<file path="config.mk">
export PLATFORM = sky130hd
export DESIGN_NAME = addsub_scheduler
export DESIGN_NICKNAME = d
export VERILOG_FILES = /design/src/rtl/addsub_scheduler_pkg.sv /design/src/rtl/adder_subtractor_8.sv /design/src/rtl/addsub_scheduler.sv
export SDC_FILE = /design/constraint.sdc
export NUM_CORES = 1
export LEC_CHECK = 0
export CAP_MARGIN = 20
export CORE_MARGIN = 1.5
export CORE_UTILIZATION = 40
export CTS_CLUSTER_DIAMETER = 40
export DETAILED_ROUTE_END_ITERATION = 12
export GPL_ROUTABILITY_DRIVEN = 1
export PLACE_DENSITY = 0.73
export REMOVE_ABC_BUFFERS = 1
export SLEW_MARGIN = 25
export SYNTH_ARGS = -nofsm -noshare
export SYNTH_HDL_FRONTEND = slang
export SYNTH_SLANG_ARGS = --single-unit
</file>
<file path="constraint.sdc">
create_clock -name i_clk -period 3.4 [get_ports i_clk]
set_input_delay 0.34 -clock i_clk [delete_from_list [all_inputs] [get_ports i_clk]]
set_output_delay 0.34 -clock i_clk [all_outputs]
set_load 0.02 [all_outputs]
</file>
<file path="src/rtl/addsub_scheduler_pkg.sv">
// rtl/addsub_scheduler_pkg.sv - shared encodings for the add/sub scheduler
package addsub_scheduler_pkg;

  typedef enum logic [1:0] {
    ST_IDLE = 2'd0,
    ST_CALC = 2'd1,
    ST_DONE = 2'd2
  } state_t;

  localparam logic OP_ADD = 1'b0;
  localparam logic OP_SUB = 1'b1;

  localparam logic ID_REQ0 = 1'b0;
  localparam logic ID_REQ1 = 1'b1;

endpackage

</file>
<file path="src/rtl/adder_subtractor_8.sv">
// rtl/adder_subtractor_8.sv - 8-bit add/subtract unit with carry-in, carry-out and signed overflow
module adder_subtractor_8
  import addsub_scheduler_pkg::*;
(
  input  logic [7:0] x,
  input  logic [7:0] y,
  input  logic       sel,
  input  logic       cin,
  output logic [7:0] result,
  output logic       cout,
  output logic       overflow
);

  logic [7:0] y_eff;

  always_comb begin
    y_eff            = (sel == OP_SUB) ? ~y : y;
    {cout, result}   = {1'b0, x} + {1'b0, y_eff} + {8'b0, cin};
    // Signed overflow: both addends share a sign that the sum does not.
    overflow         = (x[7] == y_eff[7]) && (result[7] != x[7]);
  end

endmodule

</file>
<file path="src/rtl/addsub_scheduler.sv">
// rtl/addsub_scheduler.sv - round-robin sharing of one 8-bit add/sub unit across two requesters
// Optional ADDSUB_SCHEDULER_SAT_EN: saturate the result to the signed limit on overflow.
module addsub_scheduler
  import addsub_scheduler_pkg::*;
#(
  parameter int WIDTH = 16,
  parameter int NPASS = WIDTH / 8
) (
  input  logic             i_clk,
  input  logic             i_rst,
  input  logic             i_req0_valid,
  output logic             o_req0_ready,
  input  logic [WIDTH-1:0] i_req0_a,
  input  logic [WIDTH-1:0] i_req0_b,
  input  logic             i_req0_op,
  input  logic             i_req1_valid,
  output logic             o_req1_ready,
  input  logic [WIDTH-1:0] i_req1_a,
  input  logic [WIDTH-1:0] i_req1_b,
  input  logic             i_req1_op,
  output logic             o_rsp_valid,
  input  logic             i_rsp_ready,
  output logic [WIDTH-1:0] o_rsp_result,
  output logic             o_rsp_cout,
  output logic             o_rsp_overflow,
  output logic             o_rsp_id
);

  localparam int CW = (NPASS > 1) ? $clog2(NPASS) : 1;

  state_t           state_q, state_d;
  logic             last_q;
  logic [WIDTH-1:0] a_q, b_q, res_q;
  logic             op_q, carry_q, ovf_q, id_q;
  logic [CW-1:0]    pass_q;
  logic             grant0, grant1, accept, last_pass;
  logic [7:0]       unit_x, unit_y, unit_r;
  logic             unit_cin, unit_cout, unit_ovf;

  // On a tie, the requester that was not granted last wins.
  always_comb begin
    grant0 = i_req0_valid && (!i_req1_valid || (last_q == ID_REQ1));
    grant1 = i_req1_valid && (!i_req0_valid || (last_q == ID_REQ0));
  end

  assign o_req0_ready = !i_rst && (state_q == ST_IDLE) && grant0;
  assign o_req1_ready = !i_rst && (state_q == ST_IDLE) && grant1;
  assign accept       = o_req0_ready || o_req1_ready;
  assign last_pass    = (pass_q == CW'(NPASS - 1));

  assign unit_x   = a_q[8*pass_q +: 8];
  assign unit_y   = b_q[8*pass_q +: 8];
  assign unit_cin = (pass_q == '0) ? op_q : carry_q;

  adder_subtractor_8 u_unit (
    .x        (unit_x),
    .y        (unit_y),
    .sel      (op_q),
    .cin      (unit_cin),
    .result   (unit_r),
    .cout     (unit_cout),
    .overflow (unit_ovf)
  );

  always_comb begin
    state_d = state_q;
    case (state_q)
      ST_IDLE: if (accept) state_d = ST_CALC;
      ST_CALC: if (last_pass) state_d = ST_DONE;
      ST_DONE: if (i_rsp_ready) state_d = ST_IDLE;
      default: state_d = ST_IDLE;
    endcase
  end

  always_ff @(posedge i_clk) begin
    if (i_rst) begin
      state_q <= ST_IDLE;
      last_q  <= ID_REQ1;
      a_q     <= '0;
      b_q     <= '0;
      op_q    <= OP_ADD;
      id_q    <= ID_REQ0;
      pass_q  <= '0;
      res_q   <= '0;
      carry_q <= 1'b0;
      ovf_q   <= 1'b0;
    end else begin
      state_q <= state_d;
      case (state_q)
        ST_IDLE: begin
          if (accept) begin
            a_q    <= o_req1_ready ? i_req1_a : i_req0_a;
            b_q    <= o_req1_ready ? i_req1_b : i_req0_b;
            op_q   <= o_req1_ready ? i_req1_op : i_req0_op;
            id_q   <= o_req1_ready;
            last_q <= o_req1_ready;
            pass_q <= '0;
          end
        end
        ST_CALC: begin
          res_q[8*pass_q +: 8] <= unit_r;
          carry_q              <= unit_cout;
          pass_q               <= pass_q + CW'(1);
          if (last_pass) begin
            ovf_q <= unit_ovf;
`ifdef ADDSUB_SCHEDULER_SAT_EN
            // A positive A can only overflow upward, a negative A only downward.
            if (unit_ovf)
              res_q <= a_q[WIDTH-1] ? {1'b1, {(WIDTH-1){1'b0}}} : {1'b0, {(WIDTH-1){1'b1}}};
`endif
          end
        end
        default: ;
      endcase
    end
  end

  assign o_rsp_valid    = (state_q == ST_DONE);
  assign o_rsp_result   = res_q;
  assign o_rsp_cout     = carry_q;
  assign o_rsp_overflow = ovf_q;
  assign o_rsp_id       = id_q;

endmodule

</file>
==> summary.md, run 1 <==
| Metric | Value |
|---|---|
| Placer Congestion | 0.810 |
| Post-CTS Hold Fix Bufs | 0 |
| Synth Instances | 317 |
| H-tree levels | 2 |
| # rows | 31 |
| Layout cells sized above 1 | 7.29% |
| HPWL Detailed | 5230 um |
| Unrepaired setup endpoints after global routing | no |
| Worst vdd ir | 0.152 mV |
| Fillcell total | 690 |
| DRC Markers | 0 |
| Largest net degree at the start of global routing | 69 |
| Die W | 89.5 um |
| Drt pass-1 iters | 4 |
| Final wirelength | 6950 um |
| Max Clock Freq | 355 MHz |
| Congestion Overflow GR | 0 |
| #FFs+latches synth | 56 |
| Synth Cell Area | 0.00300 mm^2 |
| Setup-failing EPs final | 0 |
| Core area | 0.00725 mm^2 |
| Routed len/inst | 14.0 um |
| Vias in the first global route | 2419 |
| Area Growth Syn to Fin | 33.7% |
| Antenna fix cells | 0 |
| Worst hold path class | flip-flop to flip-flop |
| Post-synth EDFFs | 0 |
| Fin nets | 478 |
| Vias/cell | 5.14 |
| Antenna violations before repair | 0 |
| Setup Skew | 0.00626 ns |
| CTS resizes | 0 |
| Initial DRC count | 98 |
| Post-synth ARST share | 0% |
| # Max-Cap Violations | 0 |
| Total CTS buffers | 5 |
| Final worst path period need | 2.82 ns |
| DP Area | 0.00393 mm^2 |
| GRT Total Usage | 18.1% |
| Clock network latency to the later pin of the worst-skew pair | 0.31 ns |
| Top FF cell, synth | dfxtp_1 |
| Post-synthesis sequential area ratio | 37.4% |
| Initial Utilization | 41.3% |
| Slew @ Worst Pin | 0.689 ns |
| Commonest non-fill, non-tap cell in the layout | clkdlybuf4s50_1 |
| Period utilization | 82.9% |
| Hold Slack | 0.464 ns |
| Critical path endpoint category | flip-flop |
| IO Port Bufs | 92 |
| CTS tree | built |
| Yosys warning total | 0 |
| Die area | 0.00802 mm^2 |
| CP startpoint kind | flip-flop |
| WS Path Type | flip-flop to flip-flop |
| Leak Pwr | 1.64 nW |
| Pwr Density | 393 mW/mm^2 |
| Peak fanout along the critical path | 9 |
| Post-placement cell count | 490 |
| First-pass GRT wire length | 11300 um |
| Avg Cell Area, Syn | 9.45 um^2 |
| I/O pin count | 93 |
| Clk sink count | 56 |
| Final core occ | 55.2% |
| Die H | 89.5 um |
| Worst slew margin | 53.7% |
| Finished Layout Cells | 497 |
| Netlist cell types | 46 |
| Max Root-Sink Buffers | 2 |
| Detailed-route via count | 2556 |
| Commonest non-fill, non-tap cells in the layout | clkdlybuf4s50_1 (91), dfxtp_1 (56), mux2i_1 (41) |
| Clock root cell | clkbuf_8 |
| Post-CTS Setup Bufs | 0 |
| Setup_tns | 0 ns |
| Outcome | finished, final reports clean |
| Worst path required time | 3.61 ns |
| Fin. max-slew vios | 0 |
| Clock transition at path regs | 0.10 ns |
| Post-route ant nets | 0 |
| Final hold violation count | 0 |
| Post-route cell area | 0.00400 mm^2 |
| Arr. time, crit path | 3.02 ns |
==> Yosys cell counts, drive strengths merged (7+ instances only) <==
master	n	share of area [%]
nor2	39	4.9
dfxtp	56	37
nand2	14	1.8
o21ai	10	1.7
a21oi	9	1.6
clkbuf	12	1.5
o211ai	7	1.8
ha	7	2.9
mux2i	41	14
buf	11	3.6
mux2	9	3.4
nand3	7	1.3
xnor2	10	2.9
a211oi	36	9.0
==> worst max-delay path, stage by stage (launching register included) <==
cell and delay [ns]:
dfxtp_1 0.59, buf_4 0.27, mux2i_1 0.24, xnor2_1 0.11, ha_1 0.38, a2111oi_0 0.57
o21ai_0 0.31, nand4b_1 0.17, nand3_1 0.07
==> power breakdown <==
group	internal, mW	total, mW	switching, mW
clock network	0.141	0.348	0.207
registers	0.710	0.748	0.0379
logic	0.247	0.478	0.231
total	1.10	1.57	0.476
==> sequential cells by signal (all words and copies together), names as in the netlist, 2 cells and up <==
name	count
a_q	16
b_q	16
o_rsp_result	16
state_q	2
==> path summary, 6_finish.rpt <==
path / startpoint / end / slack (ns) / cells past startpoint
worst max-delay path: last_pass$_SDFFE_PP0P_ / o_rsp_overflow$_SDFFE_PP0P_ / 0.58 / 8
worst max register to register: last_pass$_SDFFE_PP0P_ / o_rsp_overflow$_SDFFE_PP0P_ / 0.58 / 8
worst min register to register: o_rsp_result[2]$_SDFFE_PP0P_ / o_rsp_result[2]$_SDFFE_PP0P_ / 0.46 / 2
worst min-delay path: o_rsp_result[2]$_SDFFE_PP0P_ / o_rsp_result[2]$_SDFFE_PP0P_ / 0.46 / 2
==> kinds of logic (layout without fill, tap and decap cells) <==
kind of cell    Yosys count  in the layout  share of synthesized area, %
flops                    56             56                          37.4
compound gates           78             78                          18.5
buf+inv                  29            110                          5.81
mux                      50             50                          17.1
simple gates             84             84                          13.7
fa+ha+maj                 9              9                          4.26
xor+xnor                 11             11                          3.22
==> final cells by class <==
class                   instances  area [um^2]  area share, %
clock inverters                 1         5.00          0.125
flip-flops and latches         56         1120           28.0
inverters                       6         22.5          0.563
well taps                      99          124           3.09
repair buffers                 97          953           23.8
multi-input cells             232         1710           42.6
clock buffers                   6         72.6           1.81
==> stage by stage <==
stage	worst slack (ns)	power, mW
5_1_grt	0.275	1.66
2_1_floorplan	0.629	1.04
4_1_cts	0.528	1.59
3_3_place_gp	0.775	1.23
6_report	0.581	1.57
3_5_place_dp	0.668	1.24
==> routing by layer <==
layer | wire, um | global-route usage (%)
met2 | 3250 | 30.1
met1 | 3360 | 24.5
met3 | 277 | 3.42
met5 | 0 | 0
met4 | 61 | 4.06
No activity file was read; power rests on OpenSTA's default activity.
==> run 2, diff against run 1 <==
clock period = 2.9 ns   (was 3.4 ns; I/O delays follow)
==> run 2 against run 1 <==
Against the previous run: critical path depth up 1; non-clock buffer count up 1; register-to-register slack worse by 0.28 ns; final cell count up 0.40%; power up 23%; core utilization up 0.57 points; worst hold slack about the same; largest cell class unchanged.
==> summary.md, run 2 (same netlist as run 1, synthesis figures left out) <==
| Metric | Value |
|---|---|
| Leak Pwr | 1.66 nW |
| Hold Path Stages | 2 |
| Antenna violations before repair | 0 |
| Worst vdd ir | 0.227 mV |
| Clk sink count | 56 |
| CP most frequent cell | fa_1 |
| Worst hold path class | flip-flop to flip-flop |
| Vias in the first global route | 2357 |
| Worst reg2reg path depth | 9 |
| Die H | 89.5 um |
| Slowest-stage cell, CP | dfxtp_1 |
| Routed len/inst | 13.4 um |
| Post-CTS Setup Bufs | 0 |
| Commonest non-fill, non-tap cell in the layout | clkdlybuf4s50_1 |
| Clock root cell | clkbuf_8 |
| Antenna fix cells | 0 |
| Vias/cell | 5.06 |
| CTS resizes | 0 |
| Worst slew margin | 55.7% |
| Die area | 0.00802 mm^2 |
| IO Port Bufs | 92 |
| Die W | 89.5 um |
| First-pass GRT wire length | 10900 um |
| Commonest non-fill, non-tap cells in the layout | clkdlybuf4s50_1 (91), dfxtp_1 (56), mux2i_1 (41) |
| Initial Utilization | 41.3% |
| Final worst path period need | 2.59 ns |
| Power, Total | 1.94 mW |
| Slew @ Worst Pin | 0.659 ns |
| Buf/Inv on CP | 2 |
| # rows | 31 |
| Core area | 0.00725 mm^2 |
| WS Path Type | flip-flop to flip-flop |
| Arr. time, crit path | 2.76 ns |
| Placer Congestion | 0.768 |
| I/O pin count | 93 |
| Largest net degree at the start of global routing | 69 |
| Fillcell total | 671 |
| HPWL Detailed | 4990 um |
| Final hold violation count | 0 |
| Critical path endpoint category | flip-flop |
| Initial DRC count | 123 |
| # Max-Cap Violations | 0 |
| Peak fanout along the critical path | 11 |
| H-tree levels | 2 |
| CP max stage delay | 0.43 ns |
| Setup Skew | 0.00727 ns |
| Congestion Overflow GR | 0 |
| CP Cell Sequence | buf_4 > mux2_2 > fa_1 > inv_1 > fa_1 > nor2b_1 > o31a_1 > o2111ai_1 > a311oi_1 |
| Clock transition at path regs | 0.10 ns |
| Final core occ | 55.8% |
| Family with the most delay on the worst path | compound AO/OA/AOI/OAI gates |
| Fin nets | 479 |
| Setup_tns | 0 ns |
| Post-placement cell count | 491 |
| Final wirelength | 6700 um |
| Area Growth Syn to Fin | 35.0% |
| Post-CTS Hold Fix Bufs | 0 |
| Worst path required time | 3.07 ns |
| Post-route ant nets | 0 |
| Outcome | finished, final reports clean |
| Fin. max-slew vios | 0 |
| Setup-failing EPs final | 0 |
| Unrepaired setup endpoints after global routing | no |
| Pwr Density | 479 mW/mm^2 |
| Clock network latency to the later pin of the worst-skew pair | 0.31 ns |
| Layout cells sized above 1 | 8.00% |
| Max Root-Sink Buffers | 2 |
| Detailed-route via count | 2526 |
| CP startpoint kind | flip-flop |
| Total CTS buffers | 5 |
| Levels on crit path | 9 |
| Period utilization | 89.5% |
| DRC Markers | 0 |
| CTS tree | built |
| GRT Total Usage | 17.5% |
| Finished Layout Cells | 499 |
| Max Clock Freq | 385 MHz |
| Drt pass-1 iters | 4 |
[run 2: cell count changes in the layout (fill, tap and decap cells not counted)]
cell and delta:
bufinv_16 +1, clkinvlp_4 +1, clkbuf_1 -1, buf_4 +1
[run 2: layout make-up]
class	count	area, um^2	share of cell area (%)
clock inverter	3	42.5	1.05
clock buffer	5	68.8	1.70
sequential	56	1120	27.7
timing repair buffer	98	961	23.8
inverter	6	22.5	0.557
multi-input combinational	232	1710	42.2
tap	99	124	3.06
[run 2: routing by layer]
layer,GRT usage (%),part of all wire [%],up-vias,wire (um)
li1,-,-,1313,-
met1,23.6,49,1152,3290
met2,28.3,46,59,3080
met3,3.69,4.2,2,284
met4,4.62,0.60,0,40
met5,0,0,-,0
[run 2: worst reg2reg max path, stage by stage, from the launching register on]
cell       delay [ns]
dfxtp_1          0.43
buf_4            0.22
mux2_2           0.36
fa_1             0.43
inv_1            0.09
fa_1             0.20
nor2b_1          0.07
o31a_1           0.31
o2111ai_1        0.24
a311oi_1         0.12
[run 2: worst paths after layout]
kind | to | slack, ns | start
worst max-delay path | o_rsp_cout$_SDFFE_PP0P_ | 0.31 | last_pass$_SDFFE_PP0P_
worst min-delay path | o_rsp_result[0]$_SDFFE_PP0P_ | 0.46 | o_rsp_result[0]$_SDFFE_PP0P_
worst max register to register | o_rsp_cout$_SDFFE_PP0P_ | 0.31 | last_pass$_SDFFE_PP0P_
worst min register to register | o_rsp_result[0]$_SDFFE_PP0P_ | 0.46 | o_rsp_result[0]$_SDFFE_PP0P_
[run 2: where the power goes]
part / switching [mW] / leakage, nW / internal [mW]
Clock: 0.249 / 0.0541 / 0.256
Combinational: 0.272 / 1.15 / 0.291
Sequential: 0.0381 / 0.458 / 0.833
Total: 0.558 / 1.66 / 1.38
[run 2: stage by stage]
stage	cell area (um^2)	setup WS, ns	hold slack, ns
final	4050	0.305	0.464
after global routing	4050	0.0934	0.499
after CTS	4050	0.311	0.470
after detailed placement	3930	0.345	0.456
after global placement	3930	0.419	0.439
after floorplan	2840	0.129	0.359
==> run 3, diff against run 2 <==
CAP_MARGIN = default   (was 20)
SKIP_LAST_GASP = 1   (was default)
==> results of run 3 <==
Final layout, timing and power as in run 2 (identical DEF).
==> patch (config.mk and constraints of run 1) <==
Reset style: asynchronous (`i_rst`), changed in one clocked block.
--- a/src/rtl/addsub_scheduler.sv
+++ b/src/rtl/addsub_scheduler.sv
@@ -73,5 +73,5 @@
   end
 
-  always_ff @(posedge i_clk) begin
+  always_ff @(posedge i_clk or posedge i_rst) begin
     if (i_rst) begin
       state_q <= ST_IDLE;
Behaviour: differs if i_rst is asserted again (counterexample within 4 cycles, from zero or initial values and one cycle with i_rst high); with i_rst held inactive, the same outputs for 10 cycles.
==> patch against run 1 <==
Area after synthesis is 4.0% higher. Sequential cell count stayed put. Hold slack improved by 0.0081 ns. Worst setup slack improved by 0.067 ns. Design area up 3.8%. Routed wire length fell by 8.3%. Clock skew fell by 0.0037 ns. Utilization rose by 0.92 points. Maximum frequency up 2.4%. Via count is 4.9% lower. Critical path type unchanged.
Power is not compared: it rests on default switching activity, and its combinational part moved more than twofold at a synthesized area within 25%.
==> patch: results (changes against run 1) <==
Synth
  • Top FF cell, synth: dfrtp_1
  • Adder-Cell Fraction of Synth Area: 0.0410 (-0.00164)
  • Complex-gate fraction of the synthesized area: 0.123 (-0.0613)
  • Mux share of post-synthesis cell area: 0.178 (+0.00707)
  • Ranking of synthesized cells by area: dfrtp_1 44%, mux2i_1 14%, a21oi_1 6.4%
  • XOR/XNOR Fraction of Synth Area: 0.0309 (-0.00124)
  • Yosys cell types: 36 (-22%)
  • Register area share after synthesis: 0.450 (+0.0759)
  • Synth cell count leaders: 55 x dfrtp_1, 43 x mux2i_1, 41 x nor2_1, 40 x a21oi_1, 24 x nand2_1
  • Fraction of registers with async set/reset: 1.00 (+1.00)

Worst setup path
  • Worst Path Arrival: 2.92 ns (-0.10 ns)
  • CP Capture Type: flip-flop
  • Reg2reg end: o_rsp_result[14]
  • Critical path origin: last_pass
  • CP max FO: 10 (+1)

Timing
  • Worst Tran Pin Value: 0.773 ns (+0.0842 ns)
  • Max Clock Skew: 0.00257 ns (-0.00368 ns)

Global routing
  • Number of global-route vias before repair: 2278 (-5.8%)
  • GRT Overall Usage: 0.159 (-0.0225)
  • First-pass GRT wire length: 10.6 mm (-6.6%)
  • Initial antenna violation count: 0 (unchanged)
  • Largest net degree at the start of global routing: 70 (+1.4%)

Layout
  • Fill cells: 701 (+1.6%)
  • Final net count: 474 (-0.84%)
  • Layout cells sized above 1: 0.0734 (+0.000553)

Clock tree
  • CTS clk-pin slew, worst paths: roughly 0.090 ns
  • Clock buffer depth: 2 (unchanged)

Placement
  • Pre-CTS WS: 0.660 ns (-0.00851 ns)
  • Routability cong.: 0.796 (-1.7%)
  • Hpwl dp: 4.78 mm (-8.6%)

Drt
  • DRT Wirelength: 6.37 mm (-8.3%)
  • Total number of vias: 2431 (-4.9%)
  • Number of DRC markers in iteration 0: 59 (-40%)

Status
  • Status: complete, no violations
-- patch: how the worst min path moves through the flow --
stage | slack (ns) | endpoint | start
2_1_floorplan | 0.44 | last_q | last_q
5_1_grt | 0.51 | last_q | last_q
3_5_place_dp | 0.46 | last_q | last_q
4_1_cts | 0.48 | last_q | last_q
3_3_place_gp | 0.45 | last_q | last_q
6_report | 0.47 | last_q | last_q
-- patch: logic make-up (layout without fill, tap and decap cells) --
family	Yosys count	in the layout
flip-flops	56	56
adder cells (fa/ha/maj)	9	9
AO/OA/AOI/OAI	67	67
multiplexers	54	54
buffers and inverters	25	109
AND/OR/NAND/NOR	89	89
XOR/XNOR	11	11
-- patch: layout make-up --
class                   instances  area, sq um  share of cell area
multi-input cells             230         1570               0.377
flip-flops and latches         56         1400               0.337
repair buffers                 96          951               0.229
well taps                      99          124              0.0298
clock buffers                   6         82.6              0.0199
inverters                       5         18.8             0.00451
clock inverters                 2         10.0             0.00241
-- patch: worst max-delay path, stage by stage (launching register included) --
cell,delay (ns)
dfrtp_1,0.57
mux2i_1,0.27
xnor2_1,0.11
fa_1,0.50
fa_1,0.42
a21oi_1,0.20
o21ai_0,0.19
mux2i_1,0.24
o21ai_0,0.10
-- patch: where the power goes --
group	internal, uW	switching, uW	leakage, uW	total (uW)
logic	1390	1630	0.00122	3020
clock network	163	213	0.0000510	376
registers	1010	227	0.000652	1240
-- patch: per-stage QoR --
step           instances  total power (uW)  hold WS, ns  utilization  cell area (sq um)
2_1_floorplan        291              3410        0.444            -               2980
4_1_cts              494              4650        0.476        0.561               4160
6_report             494              4640        0.472        0.561               4160
5_1_grt              494              5060        0.511        0.561               4160
3_5_place_dp         486              4280        0.461        0.549               4070
3_3_place_gp         486              4180        0.454        0.549               4070
-- patch: routing by layer --
metal / routed length, microns / GRT usage / vias to the layer above
li1: - / - / 1243
met1: 3060 / 0.224 / 1115
met2: 2940 / 0.244 / 64
met3: 293 / 0.0352 / 9
met4: 75 / 0.0430 / 0
met5: 0 / 0 / -
